## src/rtl/ysyx_25070198_bus_pkg.sv

```systemverilog
// Shared SimpleBus arbiter types: FSM states, transaction owner encoding and
// the byte-strobe pattern used for instruction fetches.
package ysyx_25070198_bus_pkg;

  typedef enum logic [1:0] {
    IDLE,
    ISSUE,
    WAIT,
    RESP
  } state_e;

  typedef enum logic {
    OWN_IFU = 1'b0,
    OWN_LSU = 1'b1
  } owner_e;

  localparam logic [3:0] WMASK_FULL = 4'hF;

endpackage

```

## src/rtl/ysyx_25070198_arb_grant.sv

```systemverilog
// Master select for the memory arbiter: fixed LSU priority by default, or
// round-robin on simultaneous requests when YSYX_25070198_ARB_RR_EN is defined.
module ysyx_25070198_arb_grant
  import ysyx_25070198_bus_pkg::*;
(
  input  logic       clk,
  input  logic       rst,
  input  logic       ifu_valid,
  input  logic       lsu_valid,
  input  logic       take,
  output logic [1:0] grant,
  output owner_e     owner
);

  logic lsu_win;

`ifdef YSYX_25070198_ARB_RR_EN
  // Set when the LSU should win the next tie; starts out favouring the LSU.
  logic prio_lsu;

  assign lsu_win = lsu_valid && (prio_lsu || !ifu_valid);

  always_ff @(posedge clk or posedge rst) begin
    if (rst) begin
      prio_lsu <= 1'b1;
    end else if (take) begin
      prio_lsu <= !lsu_win;
    end
  end
`else
  assign lsu_win = lsu_valid;
`endif

  // Bit positions follow the owner encoding: [1] = LSU, [0] = IFU.
  assign grant = {lsu_win, ifu_valid && !lsu_win};

  always_ff @(posedge clk or posedge rst) begin
    if (rst) begin
      owner <= OWN_LSU;
    end else if (take) begin
      owner <= lsu_win ? OWN_LSU : OWN_IFU;
    end
  end

endmodule

```

## src/rtl/ysyx_25070198_mem_arb.sv

```systemverilog
// Two-master (IFU/LSU) to one-slave SimpleBus arbiter with a per-transaction
// timeout; define YSYX_25070198_ARB_RR_EN for round-robin arbitration.
module ysyx_25070198_mem_arb
  import ysyx_25070198_bus_pkg::*;
#(
  parameter int AW          = 32,
  parameter int DW          = 32,
  parameter int TIMEOUT_CYC = 255
) (
  input  logic          clk,
  input  logic          rst,
  input  logic          ifu_reqValid,
  output logic          ifu_reqReady,
  input  logic [AW-1:0] ifu_raddr,
  output logic          ifu_respValid,
  output logic [DW-1:0] ifu_rdata,
  input  logic          lsu_reqValid,
  output logic          lsu_reqReady,
  input  logic [AW-1:0] lsu_addr,
  input  logic          lsu_wen,
  input  logic [DW-1:0] lsu_wdata,
  input  logic [3:0]    lsu_wmask,
  output logic          lsu_respValid,
  output logic [DW-1:0] lsu_rdata,
  output logic          mem_reqValid,
  input  logic          mem_reqReady,
  output logic [AW-1:0] mem_addr,
  output logic          mem_wen,
  output logic [DW-1:0] mem_wdata,
  output logic [3:0]    mem_wmask,
  input  logic          mem_respValid,
  input  logic [DW-1:0] mem_rdata,
  output logic          bus_err
);

  localparam int            CW       = $clog2(TIMEOUT_CYC + 1);
  localparam logic [CW-1:0] CNT_LAST = CW'(TIMEOUT_CYC - 1);

  state_e        state, state_n;
  owner_e        owner;
  logic [1:0]    grant;
  logic          take, busy, timeout, got_resp, to_resp;
  logic [CW-1:0] cnt;
  logic [AW-1:0] addr_q;
  logic          wen_q;
  logic [DW-1:0] wdata_q, resp_data, ifu_rdata_q, lsu_rdata_q;
  logic [3:0]    wmask_q;
  logic          err_q;

  assign take = (state == IDLE) && (ifu_reqValid || lsu_reqValid);

  ysyx_25070198_arb_grant u_grant (
    .clk       (clk),
    .rst       (rst),
    .ifu_valid (ifu_reqValid),
    .lsu_valid (lsu_reqValid),
    .take      (take),
    .grant     (grant),
    .owner     (owner)
  );

  assign busy      = (state == ISSUE) || (state == WAIT);
  assign timeout   = busy && (cnt == CNT_LAST);
  assign got_resp  = (state == WAIT) && mem_respValid;
  assign to_resp   = got_resp || timeout;
  assign resp_data = (got_resp && !wen_q) ? mem_rdata : '0;

  // NOTE: state flops use non-blocking assignments so every flop samples
  // pre-edge values regardless of process ordering.
  always_ff @(posedge clk or posedge rst) begin
    if (rst) begin
      state <= IDLE;
    end else begin
      state <= state_n;
    end
  end

  // NOTE: state_n gets its default before the case so no path leaves it
  // unassigned, which would otherwise infer a latch.
  always_comb begin
    state_n = state;
    case (state)
      IDLE:  if (take) state_n = ISSUE;
      ISSUE: begin
        if (timeout) state_n = RESP;
        else if (mem_reqReady) state_n = WAIT;
      end
      WAIT:  if (to_resp) state_n = RESP;
      RESP:  state_n = IDLE;
      default: state_n = IDLE;
    endcase
  end

  always_ff @(posedge clk or posedge rst) begin
    if (rst) begin
      addr_q  <= '0;
      wen_q   <= 1'b0;
      wdata_q <= '0;
      wmask_q <= '0;
    end else if (take) begin
      if (grant[1]) begin
        addr_q  <= lsu_addr;
        wen_q   <= lsu_wen;
        wdata_q <= lsu_wdata;
        wmask_q <= lsu_wmask;
      end else begin
        addr_q  <= ifu_raddr;
        wen_q   <= 1'b0;
        wdata_q <= '0;
        wmask_q <= WMASK_FULL;
      end
    end
  end

  // Counter restarts on the handshake so it reads 0 in the first ISSUE cycle.
  always_ff @(posedge clk or posedge rst) begin
    if (rst) begin
      cnt <= '0;
    end else if (take) begin
      cnt <= '0;
    end else if (busy) begin
      cnt <= cnt + CW'(1);
    end
  end

  always_ff @(posedge clk or posedge rst) begin
    if (rst) begin
      ifu_rdata_q <= '0;
      lsu_rdata_q <= '0;
      err_q       <= 1'b0;
    end else begin
      if (to_resp && owner == OWN_LSU) lsu_rdata_q <= resp_data;
      if (to_resp && owner == OWN_IFU) ifu_rdata_q <= resp_data;
      if (timeout && !got_resp) err_q <= 1'b1;
    end
  end

  // Ready is masked by rst so nothing is accepted while reset is held.
  assign ifu_reqReady  = (state == IDLE) && grant[0] && !rst;
  assign lsu_reqReady  = (state == IDLE) && grant[1] && !rst;
  assign ifu_respValid = (state == RESP) && (owner == OWN_IFU);
  assign lsu_respValid = (state == RESP) && (owner == OWN_LSU);
  assign ifu_rdata     = ifu_rdata_q;
  assign lsu_rdata     = lsu_rdata_q;
  assign mem_reqValid  = (state == ISSUE);
  assign mem_addr      = addr_q;
  assign mem_wen       = wen_q;
  assign mem_wdata     = wdata_q;
  assign mem_wmask     = wmask_q;
  assign bus_err       = err_q;

endmodule

```

## config.mk

```make
export PLATFORM = sky130hd
export DESIGN_NAME = ysyx_25070198_mem_arb
export DESIGN_NICKNAME = d
export VERILOG_FILES = /design/src/rtl/ysyx_25070198_bus_pkg.sv /design/src/rtl/ysyx_25070198_arb_grant.sv /design/src/rtl/ysyx_25070198_mem_arb.sv
export SDC_FILE = /design/constraint.sdc
export NUM_CORES = 1
export LEC_CHECK = 0
export ABC_AREA = 1
export CORE_UTILIZATION = 38
export DETAILED_ROUTE_END_ITERATION = 16
export PLACE_DENSITY = 0.77
export REMOVE_ABC_BUFFERS = 1
export SYNTH_ARGS = -nofsm -noshare
export SYNTH_HDL_FRONTEND = slang
export SYNTH_SLANG_ARGS = --single-unit
```

## constraint.sdc

```tcl
create_clock -name clk -period 5.1 [get_ports clk]
set_input_delay 1.53 -clock clk [delete_from_list [all_inputs] [get_ports clk]]
set_output_delay 1.53 -clock clk [all_outputs]
set_load 0.01 [all_outputs]
```

# ---- After elaboration in Yosys (flattened, before gate mapping)
# Index checks and enable logic that the tools add are counted.
dict set report op_classes {
  n_addsub 1
  n_mul 0
  n_div 0
  magnitude_cmp 0
  n_eq_ne 7
  n_shift 0
  n_mux 13
  n_bitwise 1
  n_reduce_logical 24
}
# op count
set op_table {}
lappend op_table {{2-to-1 mux 32 bit} 3}
lappend op_table {{2-to-1 mux 8 bit} 2}
lappend op_table {{logical AND 1 bit} 14}
lappend op_table {{adder 8 x 1 -> 8 bit (second input constant)} 1}
lappend op_table {{== test 8 bit (second input constant)} 1}
lappend op_table {{2-to-1 mux 2 bit} 4}
lappend op_table {{case mux 2 bit (4 select lines)} 1}
lappend op_table {{== test 2 bit (second input constant)} 2}
lappend op_table {{logical NOT 1 bit} 4}
lappend op_table {{2-to-1 mux 4 bit} 1}
lappend op_table {{inequality test 2 bit (second input constant)} 2}
lappend op_table {{logical OR 1 bit} 3}
lappend op_table {{inequality test 3 x 1 -> 1 bit (second input constant)} 1}
lappend op_table {{AND reduction 3 bit} 1}
lappend op_table {{== test 2 x 1 -> 1 bit (second input constant)} 1}
lappend op_table {{logical NOT 2 bit} 1}
lappend op_table {{2-to-1 mux 1 bit} 2}
lappend op_table {{nonzero test 2 bit} 1}
lappend op_table {{inverter 1 bit} 1}
dict set report totals {
  ff_bits 145
  latch_bits 0
  ramBits 0
  romBits 0
  out_inout_bits 139
  mem_count 0
}

# ---- Longest topological paths before layout
dict set report logic_depth {
  word_depth 6
  mapped_depth 10
  depth_no_buf 9
}

# ---- Cells and area by module
# A second synthesis with hierarchy kept.
dict set report hier_totals {
  cells_unflattened 680
  hier_area_um2 6249.7
}
# module n_inst cells_each area_per_inst_um2
set modules_own_cells {}
lappend modules_own_cells {ysyx_25070198_mem_arb 1 671 6189.7}
lappend modules_own_cells {ysyx_25070198_arb_grant 1 9 60.1}

# ---- Worst setup path before layout
# OpenSTA, ideal clock, no wires.
dict set report synth_timing {
  path_type {input to output}
  from {input lsu_reqValid}
  to {output ifu_reqReady}
  t_arrival_ns 2.206
  required_ns 3.570
  slack_ns 1.364
  cell_stages 3
  cell_sequence {buf_2 > clkbuf_1 > nor3_1}
}
dict set report synth_via {
  elab_chain_len 4
}
# element line_no
set synth_rtl {}
lappend synth_rtl {{start: declaration} ysyx_25070198_mem_arb.sv:17} ;# input logic lsu_reqValid,
lappend synth_rtl {{logical NOT 1 bit} ysyx_25070198_arb_grant.sv:35} ;# assign grant = {lsu_win, ifu_valid && !lsu_win};
lappend synth_rtl {{logical AND 1 bit} ysyx_25070198_arb_grant.sv:35}
lappend synth_rtl {{logical AND 1 bit (2 in a row)} ysyx_25070198_mem_arb.sv:139} ;# assign ifu_reqReady = (state == IDLE) && grant[0] && !rst;
lappend synth_rtl {{end: declaration} ysyx_25070198_mem_arb.sv:13} ;# output logic ifu_reqReady,
# Every way passes these cells.

# ---- Worst setup path after layout
dict set report layout_timing {
  from {input lsu_reqValid}
  to {output lsu_reqReady}
}
dict set report layout_via {
  elab_chain_len 2
}
# element line_no
set layout_rtl {}
lappend layout_rtl {{logical AND 1 bit (2 in a row)} ysyx_25070198_mem_arb.sv:140} ;# assign lsu_reqReady = (state == IDLE) && grant[1] && !rst;
lappend layout_rtl {{end: declaration} ysyx_25070198_mem_arb.sv:18} ;# output logic lsu_reqReady,
# Every way passes these cells.

==> summary.txt <==
Clocking
  – Max Buffers Root-to-Sink: 2
  – CTS resizes: 0
  – Cts hold-fix bufs: 0
  – Clock Latency Late Sink: 0.42 ns
  – Cts bufs inserted: 17
  – Setup bufs post-CTS: 0
  – Clock slew seen by the registers of the worst setup and hold paths: 0.06 ns
  – H-Tree Level Count: 4
  – Root buf cell: clkbuf_16
  – CTS sink count: 145
  – TritonCTS clock tree: yes

Die
  – Die H: 128.6 um
  – Die area: 16,550 um^2
  – Initial Utilization: 0.3951
  – Ports: 278
  – Row Count: 45
  – Core ar.: 15,430 um^2
  – DIE WIDTH: 128.6 um

Pwr
  – Clk pwr share: 0.221
  – Combinational power share: 0.422
  – Power Internal: 3.429 mW
  – Cell Pwr Density: 544.9 nW/um^2
  – Reg power frac: 0.356
  – Worst vdd ir: 0.0002660 V
  – Leakage: 4.101 nW
  – Final Power: 5.179 mW
  – Net Sw Power: 1.749 mW
  – Sw Ratio: 0.3378

Setup path
  – CP Data Arrival Time: 3.02 ns
  – R2r setup slk: 2.81 ns
  – Critical Path End Type: output port
  – Required time of the worst setup path: 3.57 ns
  – R2R Path Start: state[0]
  – Crit Reg-Reg Endpoint: mem_wdata[22]
  – R2R depth: 6
  – CP max FO: 7
  – CP startpoint: lsu_reqValid
  – Setup CP Type: primary input to output port
  – Worst Setup Start Kind: primary input

Hold path
  – WHS Path Cells: 1
  – Hold Path Sink: bus_err
  – Min-delay src: bus_err
  – Min-Delay Path Class: flop to flop

Cells and area
  – Footprint of the multi-input gates: 2173 um^2
  – Share of cells above drive strength 1: 0.1044
  – Final net count: 1,008
  – Layout area overhead: 55.92%
  – Diode count: 0
  – Seq. cell area: 3630 um^2
  – Non-filler instance count after layout: 1,083
  – Fill cells: 1,358

Synth
  – Post-Syn Instances: 595
  – Leading area contributor after synthesis: dfrtp_1
  – Syn Area/Cell: 10.24 um^2
  – Yosys top cell area share: 0.5913
  – Sequential cell area fraction in the yosys report: 0.5956
  – Yosys warnings: 0
  – #FFs+latches synth: 145
  – Synth unique cells: 27
  – Synth Cell Area: 6095 um^2
  – Ranking of synthesized cells by area: dfrtp_1 59%, nand2_1 11%, o21ai_2 6.3%

Routing
  – Wirelength per Cell: 15.64 um
  – Number of DRC markers in iteration 0: 225
  – DRC errors left: 0
  – DR pass1 iterations: 4
  – Vias per cell: 4.781
  – ANT nets after route: 0
  – Vias: 5,178
  – Post-Route WL: 16.94 mm

Flow run
  – Total of max-cap violations: 0

Timing
  – Final setup fails: 0
  – Worst slew margin: 0.2986
  – Final Hold Fails: 0
  – Setup TNS: 0 ns
  – Final Cycle Share: 0.8921
  – Setup Skew: 0.008664 ns
  – Max Slew Vio Count: 0
  – Max Fclk: 219.8 MHz
  – Minimum clock period: 4.550 ns
  – Worst Tran Pin Value: 1.051 ns
  – Hold slack final: 0.4684 ns
  – Setup ws final: 0.5501 ns
  – RSZ-0062 raised after global routing: no

Global routing
  – Antenna violations before repair: 0
  – Largest net degree at the start of global routing: 84
  – Number of global-route vias before repair: 5,149
  – First-pass GRT wire length: 26.86 mm
  – Total GRT Usage: 0.2147
  – GR Overflow Total: 0

Place
  – Setup WS pre-CTS: 0.5585 ns
  – Inst Count DP: 1,054
  – Routability cong.: 0.7706
  – Dpl hpwl: 11.99 mm
  – Port buffer count: 277

Status
  – Outcome: complete, no violations
[cells by family after synthesis]
logic type,Yosys count,share of synthesized area
AOI/OAI and AO/OA,148,0.1792
xor gates and xnor gates,1,0.001437
adders and majority gates,7,0.01437
buffers and inverters,52,0.04947
DFF,145,0.5956
and+or+nand+nor,242,0.1599
[per-stage QoR]
step / area, um^2 / utilization
global route: 9503 / 0.6160
finish: 9503 / 0.6160
detailed placement: 8970 / 0.5814
floorplan: 5853 / -
CTS: 9503 / 0.6160
global placement: 8970 / 0.5814
[metal layers]
metal / vias up / global-route usage / routed length [um] / part of all wire
li1: 2533 / - / - / -
met4: 0 / 0.09896 / 473 / 0.028
met5: - / 0 / 0 / 0
met1: 2381 / 0.2504 / 6793 / 0.40
met2: 231 / 0.3514 / 8087 / 0.48
met3: 33 / 0.08067 / 1581 / 0.093
[cells in the final DEF, fill, tap and decap left out, types with 3 or more instances in the layout]
master | Yosys | layout
a21oi_1 | 5 | 5
a22o_1 | 33 | 33
a31oi_1 | 33 | 33
buf_4 | 0 | 6
clkbuf_16 | 0 | 17
clkdlybuf4s50_1 | 0 | 277
clkinv_2 | 0 | 3
dfrtp_1 | 144 | 144
ha_1 | 7 | 7
inv_1 | 15 | 14
inv_6 | 0 | 3
nand2_1 | 181 | 181
nand2_4 | 4 | 4
nand3_1 | 6 | 6
nor2_1 | 43 | 42
o21ai_0 | 6 | 6
o21ai_1 | 21 | 21
o21ai_2 | 44 | 43
o22a_1 | 4 | 4
[cells in the mapped netlist]
cell	n
nand2_1	181
nor2_1	43
nand4_1	1
clkbuf_1	11
inv_1	15
ha_1	7
nor3_1	2
nand3_1	6
a31o_2	1
a21boi_0	1
dfstp_2	1
a21oi_1	5
buf_6	12
nand3b_1	1
xnor2_1	1
nand2_4	4
a22o_1	33
nor2_4	2
a31oi_1	33
dfrtp_1	144
inv_2	1
o21ai_0	6
o22a_1	4
o21ai_1	21
nand2_2	2
buf_2	13
o21ai_2	44
[cell type report]
cell class,instances,share of cell area
inverter,16,0.006847
multi-input combinational,398,0.2287
clock buffer,20,0.04700
tap,211,0.02778
clock inverter,9,0.009085
sequential,145,0.3820
timing repair buffer,284,0.2986
[power by group through the flow]
stage | Sequential (mW) | Clock [mW] | Combinational [mW]
finish | 1.85 | 1.14 | 2.19
floorplan | 2.03 | 0 | 0.800
CTS | 1.85 | 1.18 | 2.22
detailed placement | 1.86 | 0 | 2.21
global route | 1.90 | 1.23 | 2.39
global placement | 1.84 | 0 | 2.19
[how the worst max path moves through the flow]
stage / to
2_1_floorplan: bus_err
3_3_place_gp: lsu_reqReady
3_5_place_dp: lsu_reqReady
4_1_cts: lsu_reqReady
5_1_grt: lsu_reqReady
6_report: lsu_reqReady
[state kept, by name, summed over array words and instances (netlist names)]
signal         cells
mem_wdata         32
mem_wen            1
ifu_rdata         32
lsu_rdata         32
mem_addr          32
mem_wmask          4
bus_err            1
u_grant.owner      1
state              2
cnt                8
[worst max-delay path: stages]
cell	delay, ns
clkdlybuf4s50_1	0.70
nand2_1	0.12
nor2_1	0.12
clkdlybuf4s50_1	0.56
Power figures use the tool's default switching activity.
